**config.mk**
```make
export PLATFORM = sky130hd
export DESIGN_NAME = pd_trace_buffer_flat
export DESIGN_NICKNAME = d
export VERILOG_FILES = /design/src/rtl/pd_trace_buffer_if.sv /design/src/rtl/pd_trace_buffer.sv /design/src/flat_wrapper.sv
export SDC_FILE = /design/constraint.sdc
export NUM_CORES = 1
export LEC_CHECK = 0
export CORE_ASPECT_RATIO = 0.6
export CORE_MARGIN = 8
export CORE_UTILIZATION = 25
export CTS_BUF_LIST = sky130_fd_sc_hd__clkbuf_2
export DETAILED_ROUTE_END_ITERATION = 10
export MAX_ROUTING_LAYER = met4
export PLACE_DENSITY = 0.51
export SYNTH_ARGS = -nofsm -noshare
export SYNTH_HDL_FRONTEND = slang
export SYNTH_SLANG_ARGS = --single-unit
```
**constraint.sdc**
```tcl
create_clock -name clk -period 12.5 [get_ports clk]
set_input_delay 2.5 -clock clk [delete_from_list [all_inputs] [get_ports clk]]
set_output_delay 2.5 -clock clk [all_outputs]
set_load 0.005 [all_outputs]
```
**src/rtl/pd_trace_buffer_if.sv**
```systemverilog
// Trace record drain port of pd_trace_buffer: FIFO head plus valid/ready handshake.
// master = the trace buffer (producer), slave = the consumer draining records.
interface pd_trace_buffer_if #(
  parameter int NCH = 2,
  parameter int AW  = 32,
  parameter int DW  = 32,
  parameter int CW  = 16
);
  localparam int CHW = (NCH > 1) ? $clog2(NCH) : 1;

  logic           out_valid;
  logic           out_ready;
  logic [CHW-1:0] out_ch;
  logic [AW-1:0]  out_pc;
  logic [DW-1:0]  out_data;
  logic [CW-1:0]  out_stamp;

  modport master (
    output out_valid,
    output out_ch,
    output out_pc,
    output out_data,
    output out_stamp,
    input  out_ready
  );

  modport slave (
    input  out_valid,
    input  out_ch,
    input  out_pc,
    input  out_data,
    input  out_stamp,
    output out_ready
  );
endinterface

```
**src/rtl/pd_trace_buffer.sv**
```systemverilog
// On-chip pipeline trace capture: per-channel hold registers, round-robin arbitration
// into a DEPTH-entry FIFO, free-run / PC-trigger capture with stop-after-N and drop counting.
module pd_trace_buffer #(
  parameter int NCH   = 2,
  parameter int AW    = 32,
  parameter int DW    = 32,
  parameter int DEPTH = 16,
  parameter int CW    = 16
) (
  input  logic                   clk,
  input  logic                   reset,
  input  logic [NCH-1:0]         ch_valid,
  input  logic [NCH*AW-1:0]      ch_pc,
  input  logic [NCH*DW-1:0]      ch_data,
  input  logic                   mode,
  input  logic [AW-1:0]          trig_pc,
  input  logic [CW-1:0]          stop_count,
  input  logic                   arm,
  pd_trace_buffer_if.master      trace,
  output logic [1:0]             state,
  output logic [$clog2(DEPTH):0] level,
  output logic [CW-1:0]          drop_count
);
  localparam int CHW = (NCH > 1) ? $clog2(NCH) : 1;
  localparam int PW  = $clog2(DEPTH);

  typedef enum logic [1:0] {
    S_IDLE    = 2'd0,
    S_ARMED   = 2'd1,
    S_CAPTURE = 2'd2,
    S_DONE    = 2'd3
  } state_t;

  state_t st, st_nxt;

  logic [CW-1:0]  cyc;
  logic [CW-1:0]  cap_cnt;
  logic [CW-1:0]  cap_inc;
  logic [CW-1:0]  drop_nxt;
  logic [CHW-1:0] rr;

  logic [NCH-1:0] hold_v;
  logic [AW-1:0]  hold_pc    [NCH];
  logic [DW-1:0]  hold_data  [NCH];
  logic [CW-1:0]  hold_stamp [NCH];

  logic [NCH-1:0] match;
  logic [NCH-1:0] sample;
  logic [NCH-1:0] granted;
  logic [NCH-1:0] load;
  logic [NCH-1:0] drop;
  logic           grant_any;
  logic [CHW-1:0] grant_idx;
  logic           flush;
  logic           push;
  logic           pop;
  logic           full;
  logic           head_valid;

  logic [CHW-1:0] mem_ch    [DEPTH];
  logic [AW-1:0]  mem_pc    [DEPTH];
  logic [DW-1:0]  mem_data  [DEPTH];
  logic [CW-1:0]  mem_stamp [DEPTH];
  logic [PW:0]    wr_ptr;
  logic [PW:0]    rd_ptr;

  always_comb begin
    match = '0;
    for (int unsigned i = 0; i < NCH; i++) begin
      match[i] = ch_valid[i] && (ch_pc[i*AW +: AW] == trig_pc);
    end
  end

  // Round-robin: first pass covers rr..NCH-1, second pass wraps to 0..rr-1.
  always_comb begin
    grant_any = 1'b0;
    grant_idx = '0;
    for (int unsigned i = 0; i < NCH; i++) begin
      if (!grant_any && hold_v[i] && (CHW'(i) >= rr)) begin
        grant_any = 1'b1;
        grant_idx = CHW'(i);
      end
    end
    for (int unsigned i = 0; i < NCH; i++) begin
      if (!grant_any && hold_v[i]) begin
        grant_any = 1'b1;
        grant_idx = CHW'(i);
      end
    end
  end

  assign head_valid = (wr_ptr != rd_ptr);
  assign full       = (wr_ptr[PW] != rd_ptr[PW]) && (wr_ptr[PW-1:0] == rd_ptr[PW-1:0]);
  assign pop        = head_valid && trace.out_ready;
  assign push       = (st == S_CAPTURE) && grant_any && (!full || pop);
  assign cap_inc    = cap_cnt + CW'(push);

  always_ff @(posedge clk) begin
    if (!reset) begin
      st <= S_IDLE;
    end else begin
      st <= st_nxt;
    end
  end

  // The edge that completes the capture samples nothing and flushes the holds.
  always_comb begin
    st_nxt = st;
    flush  = 1'b0;
    sample = '0;
    case (st)
      S_IDLE, S_DONE: if (arm) st_nxt = S_ARMED;
      S_ARMED:        if (!mode || (|match)) st_nxt = S_CAPTURE;
      S_CAPTURE:      if ((stop_count != '0) && (cap_inc >= stop_count)) st_nxt = S_DONE;
      default:        st_nxt = S_IDLE;
    endcase
    flush = (st == S_CAPTURE) && (st_nxt == S_DONE);
    if (st == S_CAPTURE && !flush) begin
      sample = ch_valid;
    end else if (st == S_ARMED && mode) begin
      sample = match;
    end
  end

  always_comb begin
    granted = '0;
    if (push) granted[grant_idx] = 1'b1;
    load     = sample & (~hold_v | granted);
    drop     = sample & hold_v & ~granted;
    drop_nxt = drop_count;
    for (int unsigned i = 0; i < NCH; i++) begin
      if (drop[i] && (drop_nxt != '1)) drop_nxt = drop_nxt + CW'(1);
    end
  end

  always_ff @(posedge clk) begin
    if (!reset) begin
      cyc        <= '0;
      cap_cnt    <= '0;
      rr         <= '0;
      hold_v     <= '0;
      drop_count <= '0;
      wr_ptr     <= '0;
      rd_ptr     <= '0;
    end else begin
      cyc        <= cyc + CW'(1);
      drop_count <= drop_nxt;
      if ((st == S_IDLE || st == S_DONE) && arm) begin
        cap_cnt <= '0;
      end else if (push) begin
        cap_cnt <= cap_inc;
      end
      if (push) begin
        rr     <= (grant_idx == CHW'(NCH-1)) ? '0 : grant_idx + CHW'(1);
        wr_ptr <= wr_ptr + (PW+1)'(1);
      end
      if (pop) rd_ptr <= rd_ptr + (PW+1)'(1);
      for (int unsigned i = 0; i < NCH; i++) begin
        if (flush) begin
          hold_v[i] <= 1'b0;
        end else if (load[i]) begin
          hold_v[i] <= 1'b1;
        end else if (granted[i]) begin
          hold_v[i] <= 1'b0;
        end
      end
    end
  end

  always_ff @(posedge clk) begin
    for (int unsigned i = 0; i < NCH; i++) begin
      if (load[i]) begin
        hold_pc[i]    <= ch_pc[i*AW +: AW];
        hold_data[i]  <= ch_data[i*DW +: DW];
        hold_stamp[i] <= cyc;
      end
    end
    if (push) begin
      mem_ch[wr_ptr[PW-1:0]]    <= grant_idx;
      mem_pc[wr_ptr[PW-1:0]]    <= hold_pc[grant_idx];
      mem_data[wr_ptr[PW-1:0]]  <= hold_data[grant_idx];
      mem_stamp[wr_ptr[PW-1:0]] <= hold_stamp[grant_idx];
    end
  end

  assign trace.out_valid = head_valid;
  assign trace.out_ch    = head_valid ? mem_ch[rd_ptr[PW-1:0]]    : '0;
  assign trace.out_pc    = head_valid ? mem_pc[rd_ptr[PW-1:0]]    : '0;
  assign trace.out_data  = head_valid ? mem_data[rd_ptr[PW-1:0]]  : '0;
  assign trace.out_stamp = head_valid ? mem_stamp[rd_ptr[PW-1:0]] : '0;

  assign state = st;
  assign level = wr_ptr - rd_ptr;
endmodule

```
**src/flat_wrapper.sv**
```systemverilog
// flat-port wrapper written by rule: the top's interface ports become plain ports
module pd_trace_buffer_flat 
#(
  parameter int NCH   = 2,
  parameter int AW    = 32,
  parameter int DW    = 32,
  parameter int DEPTH = 16,
  parameter int CW    = 16
)
  (clk, reset, ch_valid, ch_pc, ch_data, mode, trig_pc, stop_count, arm, state, level, drop_count, trace_out_valid, trace_out_ch, trace_out_pc, trace_out_data, trace_out_stamp, trace_out_ready);
  pd_trace_buffer_if #(.NCH(NCH), .AW(AW), .DW(DW), .CW(CW)) trace_i ();
  input  logic clk;
  input  logic reset;
  input  logic [NCH-1:0] ch_valid;
  input  logic [NCH*AW-1:0] ch_pc;
  input  logic [NCH*DW-1:0] ch_data;
  input  logic mode;
  input  logic [AW-1:0] trig_pc;
  input  logic [CW-1:0] stop_count;
  input  logic arm;
  output logic [1:0] state;
  output logic [$clog2(DEPTH):0] level;
  output logic [CW-1:0] drop_count;
  output wire logic [$bits(trace_i.out_valid)-1:0] trace_out_valid;
  output wire logic [$bits(trace_i.out_ch)-1:0] trace_out_ch;
  output wire logic [$bits(trace_i.out_pc)-1:0] trace_out_pc;
  output wire logic [$bits(trace_i.out_data)-1:0] trace_out_data;
  output wire logic [$bits(trace_i.out_stamp)-1:0] trace_out_stamp;
  input wire logic [$bits(trace_i.out_ready)-1:0] trace_out_ready;
  assign trace_out_valid = trace_i.out_valid;
  assign trace_out_ch = trace_i.out_ch;
  assign trace_out_pc = trace_i.out_pc;
  assign trace_out_data = trace_i.out_data;
  assign trace_out_stamp = trace_i.out_stamp;
  assign trace_i.out_ready = trace_out_ready;
  pd_trace_buffer #(.NCH(NCH), .AW(AW), .DW(DW), .DEPTH(DEPTH), .CW(CW)) u_core (.clk(clk), .reset(reset), .ch_valid(ch_valid), .ch_pc(ch_pc), .ch_data(ch_data), .mode(mode), .trig_pc(trig_pc), .stop_count(stop_count), .arm(arm), .trace(trace_i), .state(state), .level(level), .drop_count(drop_count));
endmodule
```
# Word-level counts from Yosys, hierarchy flattened
# Memory sizes are Yosys's and may differ from the RTL's. A register that Yosys moved wholly into a read port is not among the register bits.
# Cells that the tools add are included.
[word_totals]
regBits = 63
ramBits = 1456
wordCells = 124
n_memories = 7
[memory_table]
columns = ["memory", "depth", "word_bits", "rd", "rd_clocked_by_memory_dff", "write_ports", "line", "source"]
rows = [
  ["u_core.mem_data", 16, 32, 1, 1, 1, "pd_trace_buffer.sv:62", "logic [DW-1:0] mem_data [DEPTH];"],
  ["u_core.mem_pc", 16, 32, 1, 1, 1, "pd_trace_buffer.sv:61", "logic [AW-1:0] mem_pc [DEPTH];"],
  ["u_core.mem_stamp", 16, 16, 1, 1, 1, "pd_trace_buffer.sv:63", "logic [CW-1:0] mem_stamp [DEPTH];"],
  ["u_core.hold_data", 2, 32, 1, 0, 2, "pd_trace_buffer.sv:44", "logic [DW-1:0] hold_data [NCH];"],
  ["u_core.hold_pc", 2, 32, 1, 0, 2, "pd_trace_buffer.sv:43", "logic [AW-1:0] hold_pc [NCH];"],
  ["u_core.hold_stamp", 2, 16, 1, 0, 2, "pd_trace_buffer.sv:45", "logic [CW-1:0] hold_stamp [NCH];"],
  ["1 more memories", "n/a", "n/a", "n/a", "n/a", "n/a", "n/a", ""],
]
[classes]
add_sub_neg = 8
n_lt_le_gt_ge = 5
eq_ne = 11
mux = 41
bitwise = 7
n_reduce_logical = 36
[ops]
columns = ["op", "count"]
rows = [
  ["$eq A32 B32 Y1", 2],
  ["$mux W32", 2],
  ["$add A16 B1 Y16 const B", 3],
  ["$mux W16", 3],
  ["$mux W4", 8],
  ["$ne A16 B16 Y1 const B", 2],
  ["$mux W1", 20],
  ["$logic_and A1 B1 Y1", 19],
  ["$add A16 B1 Y16", 1],
  ["$ge A16 B16 Y1", 1],
  ["$reduce_bool A16 Y1", 1],
  ["$mux W2", 6],
  ["$add A5 B1 Y5 const B", 2],
  ["$reduce_or A2 Y1", 4],
  ["$and A2 B2 Y2", 3],
  ["$eq A2 B2 Y1 const B", 3],
  ["$logic_not A1 Y1", 6],
  ["$pmux W2 S3", 1],
  ["$ne A5 B5 Y1", 1],
  ["$sub A5 B5 Y5", 1],
  ["$eq A4 B4 Y1", 1],
  ["$not A2 Y2", 2],
  ["$reduce_bool A2 Y1", 2],
  ["$logic_or A1 B1 Y1", 3],
  ["10 further kinds", 11],
]

# Longest topological paths before layout
[depth]
ltp_word = 32
ltp_mapped = 33
depth_no_buf = 31

# Worst setup path before layout
# OpenSTA, ideal clock, no wires.
[synth_path]
path_kind = "input to register"
start = "input trace_out_ready"
end = "memory u_core.hold_data[1][0] (enable)"
setup_time_ps = 544
arrival_ps = 10306
required_ps = 11956
slack_ps = 1650
cell_stages = 22
cell_sequence = "o31ai_2 > or2_2 > inv_1 > clkbuf_1 > ha_1 > nand3_1 > or2_2 > nor2_1 > and3_1 > and3_1 > and3_1 > nand3_1 > xnor2_1 > ha_1 > nand2_1 > o2111ai_1 > a21oi_1 > o221ai_4 > and2_2 > o211ai_1 > a32oi_1 > a21oi_1"
[synth_rtl]
columns = ["element", "line", "source"]
rows = [
  ["from (decl)", "flat_wrapper.sv:29", "input wire logic [$bits(trace_i.out_ready)-1:0] trace_out_ready;"],
  ["to (decl)", "pd_trace_buffer.sv:44", ""],
]

# Worst setup path in the final report
[layout_path]
start = "input trace_out_ready"
end = "register u_core.drop_count[12]"
[layout_via]
elab_chain_cells = 20
[layout_lines]
columns = ["element", "line", "source"]
rows = [
  ["$logic_and A1 B1 Y1 *", "pd_trace_buffer.sv:94", "assign pop = head_valid && trace.out_ready;"],
  ["$logic_or A1 B1 Y1 *", "pd_trace_buffer.sv:95", "assign push = (st == S_CAPTURE) && grant_any && (!full || pop);"],
  ["$logic_and A1 B1 Y1 *", "pd_trace_buffer.sv:95", ""],
  ["$add A16 B1 Y16 *", "pd_trace_buffer.sv:96", "assign cap_inc = cap_cnt + CW'(push);"],
  ["net u_core.cap_inc[15]", "pd_trace_buffer.sv:38", "logic [CW-1:0] cap_inc;"],
  ["$ge A16 B16 Y1 *", "pd_trace_buffer.sv:114", "S_CAPTURE: if ((stop_count != '0) && (cap_inc >= stop_count)) st_nxt = S_DONE;"],
  ["$logic_and A1 B1 Y1 *", "pd_trace_buffer.sv:114", ""],
  ["$mux W2 *", "pd_trace_buffer.sv:114", ""],
  ["$pmux W2 S3 *", "pd_trace_buffer.sv:111", "case (st)"],
  ["$eq A2 B2 Y1 *", "pd_trace_buffer.sv:117", "flush = (st == S_CAPTURE) && (st_nxt == S_DONE);"],
  ["$logic_and A1 B1 Y1 *", "pd_trace_buffer.sv:117", ""],
  ["$logic_not A1 Y1 *", "pd_trace_buffer.sv:118", "if (st == S_CAPTURE && !flush) begin"],
  ["$logic_and A1 B1 Y1 *", "pd_trace_buffer.sv:118", ""],
  ["$mux W2 *", "pd_trace_buffer.sv:118", ""],
  ["$and A2 B2 Y2 * (2 in a row)", "pd_trace_buffer.sv:129", "drop = sample & hold_v & ~granted;"],
  ["branches (longest 4 deep; another with $add A16 B1 Y16)", "n/a", ""],
  ["$mux W16 *", "pd_trace_buffer.sv:132", "if (drop[i] && (drop_nxt != '1)) drop_nxt = drop_nxt + CW'(1);"],
  ["to (signal assigned)", "pd_trace_buffer.sv:147", "drop_count <= drop_nxt;"],
  ["to (decl)", "pd_trace_buffer.sv:22", "output logic [CW-1:0] drop_count"],
]
# Mark *: on every way through the listed nets, which the timed path passes.
# A chain may end at the register's enable or synchronous reset.

==> metrics <==
status complete, no violations; Slew headroom 0.1831; clk buf depth 4; std cell rows about 140; Final Hold Fails 0; Port Buffer Count 287; Max VDD drop 0.05779 mV; initial DRC count 2365; final worst path period need 8.906 ns; Setup CP Type in -> reg; r2r endpoint u_core.drop_count[12]$_SDFF_PN0_; clk sink count 1523; Ys Warns 0; WL/cell 23.51 µm; prevailing post-synth register cell edfxtp_1; first-pass GRT wire length around 240000 µm; Clock Latency Late Sink 1.47 ns; cell count of the worst reg-to-reg path 28; reg2reg start u_core.wr_ptr[2]$_SDFFE_PN0P_; Crit path largest cell delay 0.62 ns; Final Net Count ~3800; f_max 112.3 MHz; Worst-Margin Slew 1.225 ns; max-cap violations 0; register-to-register setup slack 4.13 ns; Core ar. 239500 µm²; TritonCTS buffer count 374; HPWL after DPL about 90000 µm; cells after synthesis 3001; RSZ-0062 raised after global routing no; CP max-delay cell or4_1; flops & latches, synth approximately 1500; Die Wd 650.1 µm; Final Wtd Congestion 0.7907; Final Setup Violations 0; full die area 257800 µm²; I/O pin total 288; Tcrit/Tclk final 0.7125; Synthesized Nets between 3000 and 4000; Vias/cell 4.424; number of flops mapped to enable cells by yosys 1456; Pins Over Slew Limit 0; Power Dens Cells 126.4 nW/µm²; area delta synth->final 17.02%; Hold/Removal Path Class reg -> reg; initial antenna violation count 11; Setup Buffers After CTS 0; Resized cells post-CTS 0; Clock transition at path regs around 0.10 ns; all-layer global routing usage 0.1279; Post-synth ARST share 0; Req. time, crit path between 10 and 15 ns; Startpoint Class input pin; Hold Startpoint u_core.cap_cnt[0]$_SDFFE_PP0P_; CP arrival 10.26 ns; Leak 22.03 nW; vias in the first global route between 30000 and 40000; hold_buf cts 0; largest net degree at the start of global routing approximately 140; Via Count 31156; Setup Skew 0.1730 ns; worst hold endpoint u_core.cap_cnt[0]$_SDFFE_PP0P_; htree depth 5; CTS tree yes; crit-path max FO 21; initial core utilization 0.2519; cell area after synthesis 60320 µm²; layout cells sized above 1 0.2778; crit end category flip-flop; chip height approximately 400 µm; # DRC 0; Distinct cells, synth 82; Seq/Total Area, Yosys 0.7471; clk root buf clkbuf_2; remaining global-route overflow 0; Total Power about 8.9 mW; DR pass1 iterations 5; Avg Cell Area, Syn 20.10 µm²; setup TNS 0 ns; routed wire length between 150000 and 200000 µm; Routed Antenna Nets 0; worst hold path depth 2
-- worst max-delay path: cells and delay by family --
kind                       cells  cell delay [ns]
and+or+nand+nor               15             4.11
AOI/OAI and AO/OA              3             0.78
xor gates and xnor gates       3             0.53
buffers and inverters          2             1.05
muxes                          1             0.40
adders and majority gates      3             0.86
-- cells by family after synthesis --
| group | Yosys count | share of synthesized area |
|---|---|---|
| DFF | 1523 | 0.7471 |
| muxes | 411 | 0.1523 |
| AOI/OAI and AO/OA | 104 | 0.01367 |
| buffers and inverters | 173 | 0.01110 |
| adders and majority gates | 33 | 0.006970 |
| xor gates and xnor gates | 130 | 0.01888 |
| and+or+nand+nor | 627 | 0.04999 |
-- stage by stage --
stage	area [µm²]	utilization	hold slack (ns)	cells	setup WS, ns
6_report	70580	0.2947	0.4862	7042	3.594
3_3_place_gp	67290	0.2810	0.4595	6371	2.325
5_1_grt	70570	0.2947	0.5128	7038	3.312
3_5_place_dp	67290	0.2810	0.4636	6371	2.206
2_1_floorplan	60320	-	0.4256	3001	1.650
4_1_cts	70560	0.2946	0.4879	7031	3.990
-- per-layer routing --
metal | track usage | vias to the layer above | routed length, µm
met5 | - | - | 0
met4 | 0.03220 | 0 | 3004
met3 | 0.02882 | 238 | 10170
met2 | 0.1923 | 945 | 75720
met1 | 0.1758 | 16450 | 76640
li1 | - | 13523 | -
-- placed cells by master, fill, tap and decap left out, types with 5 or more instances in the layout --
master	n
xor2_1	92
inv_2	7
buf_4	38
ha_1	32
nand3_1	28
and3_1	18
diode_2	11
mux4_2	405
nor3_1	11
buf_12	11
edfxtp_1	1456
and2_1	91
a21o_1	6
nand2_1	306
clkinvlp_4	6
a21oi_1	32
o21ai_0	14
clkdlybuf4s50_1	287
or3_1	9
clkbuf_2	518
clkinv_1	105
nor2_4	13
a31oi_1	5
nor3_2	6
dfxtp_1	63
nand2b_1	7
xnor2_1	38
clkinv_2	17
nor4_1	24
nand4_1	18
inv_1	34
nor2_1	66
-- Yosys cell counts, types with 4 or more instances --
library cell / n / area share
buf_4: 4 / 0.00050
and3_1: 18 / 0.0019
inv_1: 35 / 0.0022
xnor2_1: 38 / 0.0055
ha_1: 32 / 0.0066
o21ai_0: 14 / 0.0012
clkbuf_1: 97 / 0.0060
mux4_2: 405 / 0.15
nand2_1: 307 / 0.019
nor3_1: 15 / 0.0012
edfxtp_1: 1456 / 0.72
a211oi_1: 4 / 0.00050
nand2b_1: 8 / 0.00083
xor2_1: 92 / 0.013
dfxtp_1: 67 / 0.022
a31oi_1: 5 / 0.00052
a21o_1: 6 / 0.00075
nand4_1: 18 / 0.0019
mux2i_1: 4 / 0.00066
a21oi_1: 33 / 0.0027
buf_2: 4 / 0.00033
buf_1: 33 / 0.0021
nor2_1: 79 / 0.0049
nor4_1: 24 / 0.0025
and2_1: 91 / 0.0094
or3_1: 9 / 0.00093
nand3_1: 28 / 0.0023
-- final cells by class --
| class | instances | area (µm²) |
|---|---|---|
| antenna | 11 | 27.53 |
| clock buffer | 518 | 2592 |
| clock inverter | 142 | 675.6 |
| fill | 23545 | 168900 |
| inverter | 35 | 133.9 |
| multi-input combinational | 1305 | 14730 |
| sequential | 1523 | 45080 |
| tap | 3172 | 3969 |
| timing repair buffer | 336 | 3378 |
-- worst max-delay path by stage --
stage | start | to | slack (ns) | depth (start not counted)
finish | trace_out_ready | u_core.drop_count[12]$_SDFF_PN0_ | 3.59 | 27
global route | trace_out_ready | u_core.drop_count[12]$_SDFF_PN0_ | 3.31 | 27
CTS | trace_out_ready | u_core.drop_count[12]$_SDFF_PN0_ | 3.99 | 27
detailed placement | trace_out_ready | u_core.drop_count[12]$_SDFF_PN0_ | 2.21 | 27
global placement | trace_out_ready | u_core.drop_count[12]$_SDFF_PN0_ | 2.32 | 27
floorplan | trace_out_ready | u_core.hold_data[1][0]$_DFFE_PP_ | 1.65 | 22
-- power by group --
part / switching, mW / total (mW) / leakage, nW / internal [mW]
combinational: 0.0808 / 0.151 / 5.90 / 0.0706
sequential: 0.00312 / 5.53 / 13.7 / 5.52
clock: 2.05 / 3.24 / 2.47 / 1.19
-- registers in the layout, summed over array words and instances (netlist names), 16 cells and up, named ones only --
signal	cells
u_core.cap_cnt	16
u_core.cyc	16
u_core.drop_count	16
u_core.hold_data	64
u_core.hold_pc	64
u_core.hold_stamp	32
u_core.mem_ch	16
u_core.mem_data	512
u_core.mem_pc	512
u_core.mem_stamp	256
(Power assumes the default switching activity.)
==> RTL change (same settings) <==
Make the reset (`reset`) asynchronous in 2 clocked blocks.
--- a/src/rtl/pd_trace_buffer.sv
+++ b/src/rtl/pd_trace_buffer.sv
@@ -97,3 +97,3 @@
 
-  always_ff @(posedge clk) begin
+  always_ff @(posedge clk or negedge reset) begin
     if (!reset) begin
@@ -135,3 +135,3 @@
 
-  always_ff @(posedge clk) begin
+  always_ff @(posedge clk or negedge reset) begin
     if (!reset) begin
Function: differs if reset is asserted again (counterexample within 4 cycles, from zero or initial values and one cycle with reset low); with reset held inactive, the same outputs for 4 cycles.
==> RTL change against the original RTL <==
  * Sequential cell count down 4
  * Core utilization about the same
  * Synthesized area is essentially flat
  * Synthesized cell count decreased by 1.7%
  * Design area barely moved
  * Worst setup slack better by 390 ps
  * Critical path type unchanged
  * Routed wire length up 0.87%
  * Global-route usage grew 0.15 points
Power is not compared: it rests on default switching activity, and its combinational part moved more than twofold at a synthesized area within 25%.
==> RTL change: results (changes against the original RTL) <==
The first-pass iteration count of the detailed router came to 7 (+2). The maximum number of pins on one net before global-route repair is 136 (-4.2%). The number of filler cells placed in the layout came out at 23.7k (+0.50%). The initial detailed-routing violation count was 2454 (+3.8%). The delay of the slowest cell on the worst path came out at 600 ps (-20 ps).

The worst hold path terminates at u_core.hold_stamp[0][15]. The total wire length after detailed routing is 167000 um (+0.87%). The headroom to the max-slew limit was 0.247 (+0.0641). The capturing instance or port of the critical path is u_core.drop_count[9]. The overall routing resource usage came out at 0.129 (+0.00155). The maximum fanout encountered on the critical timing path is 18 (-14%).

The post-layout net count is 3752 (-1.0%). The portion of the post-synthesis area used by sequential elements is 0.750 (+0.00328). The total nets after synthesis came out at 3166 (-1.6%). The number of global-route vias before repair came to 32.6k (-0.20%). The placer's final routability congestion estimate was 0.760 (-3.9%). The clock tree skew after final layout came to 277 ps (+104 ps). The slowest stage of the critical path belongs to the cell sky130_fd_sc_hd__clkinv_1. The flow ran to the end, and the final reports show no timing, DRC or antenna violations. The share of post-route cells with drive strength above 1 came out at 0.283 (+0.00514). The first-pass GRT wire length came out at 238000 um (+0.91%). The final HPWL from detailed placement came to 94100 um (+4.5%). The data arrival at the endpoint of the critical path came to 9780 ps (-480 ps).

The detailed route wirelength on metal2 was 76700 um (+1.3%). The startpoint identified for the worst hold timing path is u_core.cyc[15]. The CTS buffer count was 375 (+0.27%). The worst hold path depth is 0 (-2). The share of synthesized flip-flops with an asynchronous set or reset is 0.0415 (+0.0415). The sum of met3 wire segment lengths after detailed routing came out at 10700 um (+5.3%). The met1 layer wirelength in the final routing is 76000 um (-0.79%). Sorting the synthesized cells by how often they occur yields 1456 x sky130_fd_sc_hd__edfxtp_1, 405 x sky130_fd_sc_hd__mux4_2, 307 x sky130_fd_sc_hd__nand2_1, 100 x sky130_fd_sc_hd__clkbuf_1, 88 x sky130_fd_sc_hd__and2_1. The clock latency at the later pin of the worst-skew pair is 1520 ps (+50 ps). The placement-stage cell area came out at 0.0673 mm2 (about the same).
==> RTL change: cell types whose count changed in the layout (fill, tap and decap cells not counted), sizes merged, moves of 16 or more <==
cell    delta
dfxtp     -67
xor2      -40
clkinv    -21
xnor2     +46
nor4      -16
nor2      -30
dfrtp     +63
==> RTL change: per-stage QoR <==
stage	hold slack (ps)	cells	total power [mW]	worst slack, ps
after floorplan	458	2950	9.91	2320
after global placement	478	6331	12.5	2770
after detailed placement	477	6331	12.5	2690
after CTS	426	6968	15.8	3860
after global routing	403	6975	16.4	3660
final	436	6976	15.5	3990
==> RTL change: kinds of logic (layout without fill, tap and decap cells) <==
logic type	Yosys count	after routing	share of synthesized area
muxes	408	408	0.152
buffers and inverters	162	1008	0.0103
and+or+nand+nor	584	584	0.0470
adders and majority gates	33	33	0.00696
DFF	1519	1519	0.750
other	0	8	0
AOI/OAI and AO/OA	108	108	0.0140
xor gates and xnor gates	136	136	0.0197
==> RTL change: cell type report <==
class                   count  area, um2  share of cell area
well taps                3172       3970              0.0562
clock buffers             525       2630              0.0372
clock inverters           112        637             0.00902
inverters                  31        124             0.00175
repair buffers            340       3320              0.0470
diodes                      8       20.0            0.000284
multi-input cells        1269      14600               0.207
flip-flops and latches   1519      45300               0.642
==> RTL change: metal layers <==
metal / global-route usage / up-vias
met5: - / -
met4: 0.0344 / 0
met3: 0.0298 / 245
met2: 0.196 / 1001
met1: 0.176 / 16300
li1: - / 13400
==> RTL change: critical path: cells and delay by family <==
kind | cells | cell delay [ps]
and+or+nand+nor | 12 | 2690
AOI/OAI and AO/OA | 8 | 2180
buffers and inverters | 2 | 1160
adders and majority gates | 3 | 1100
xor gates and xnor gates | 1 | 150
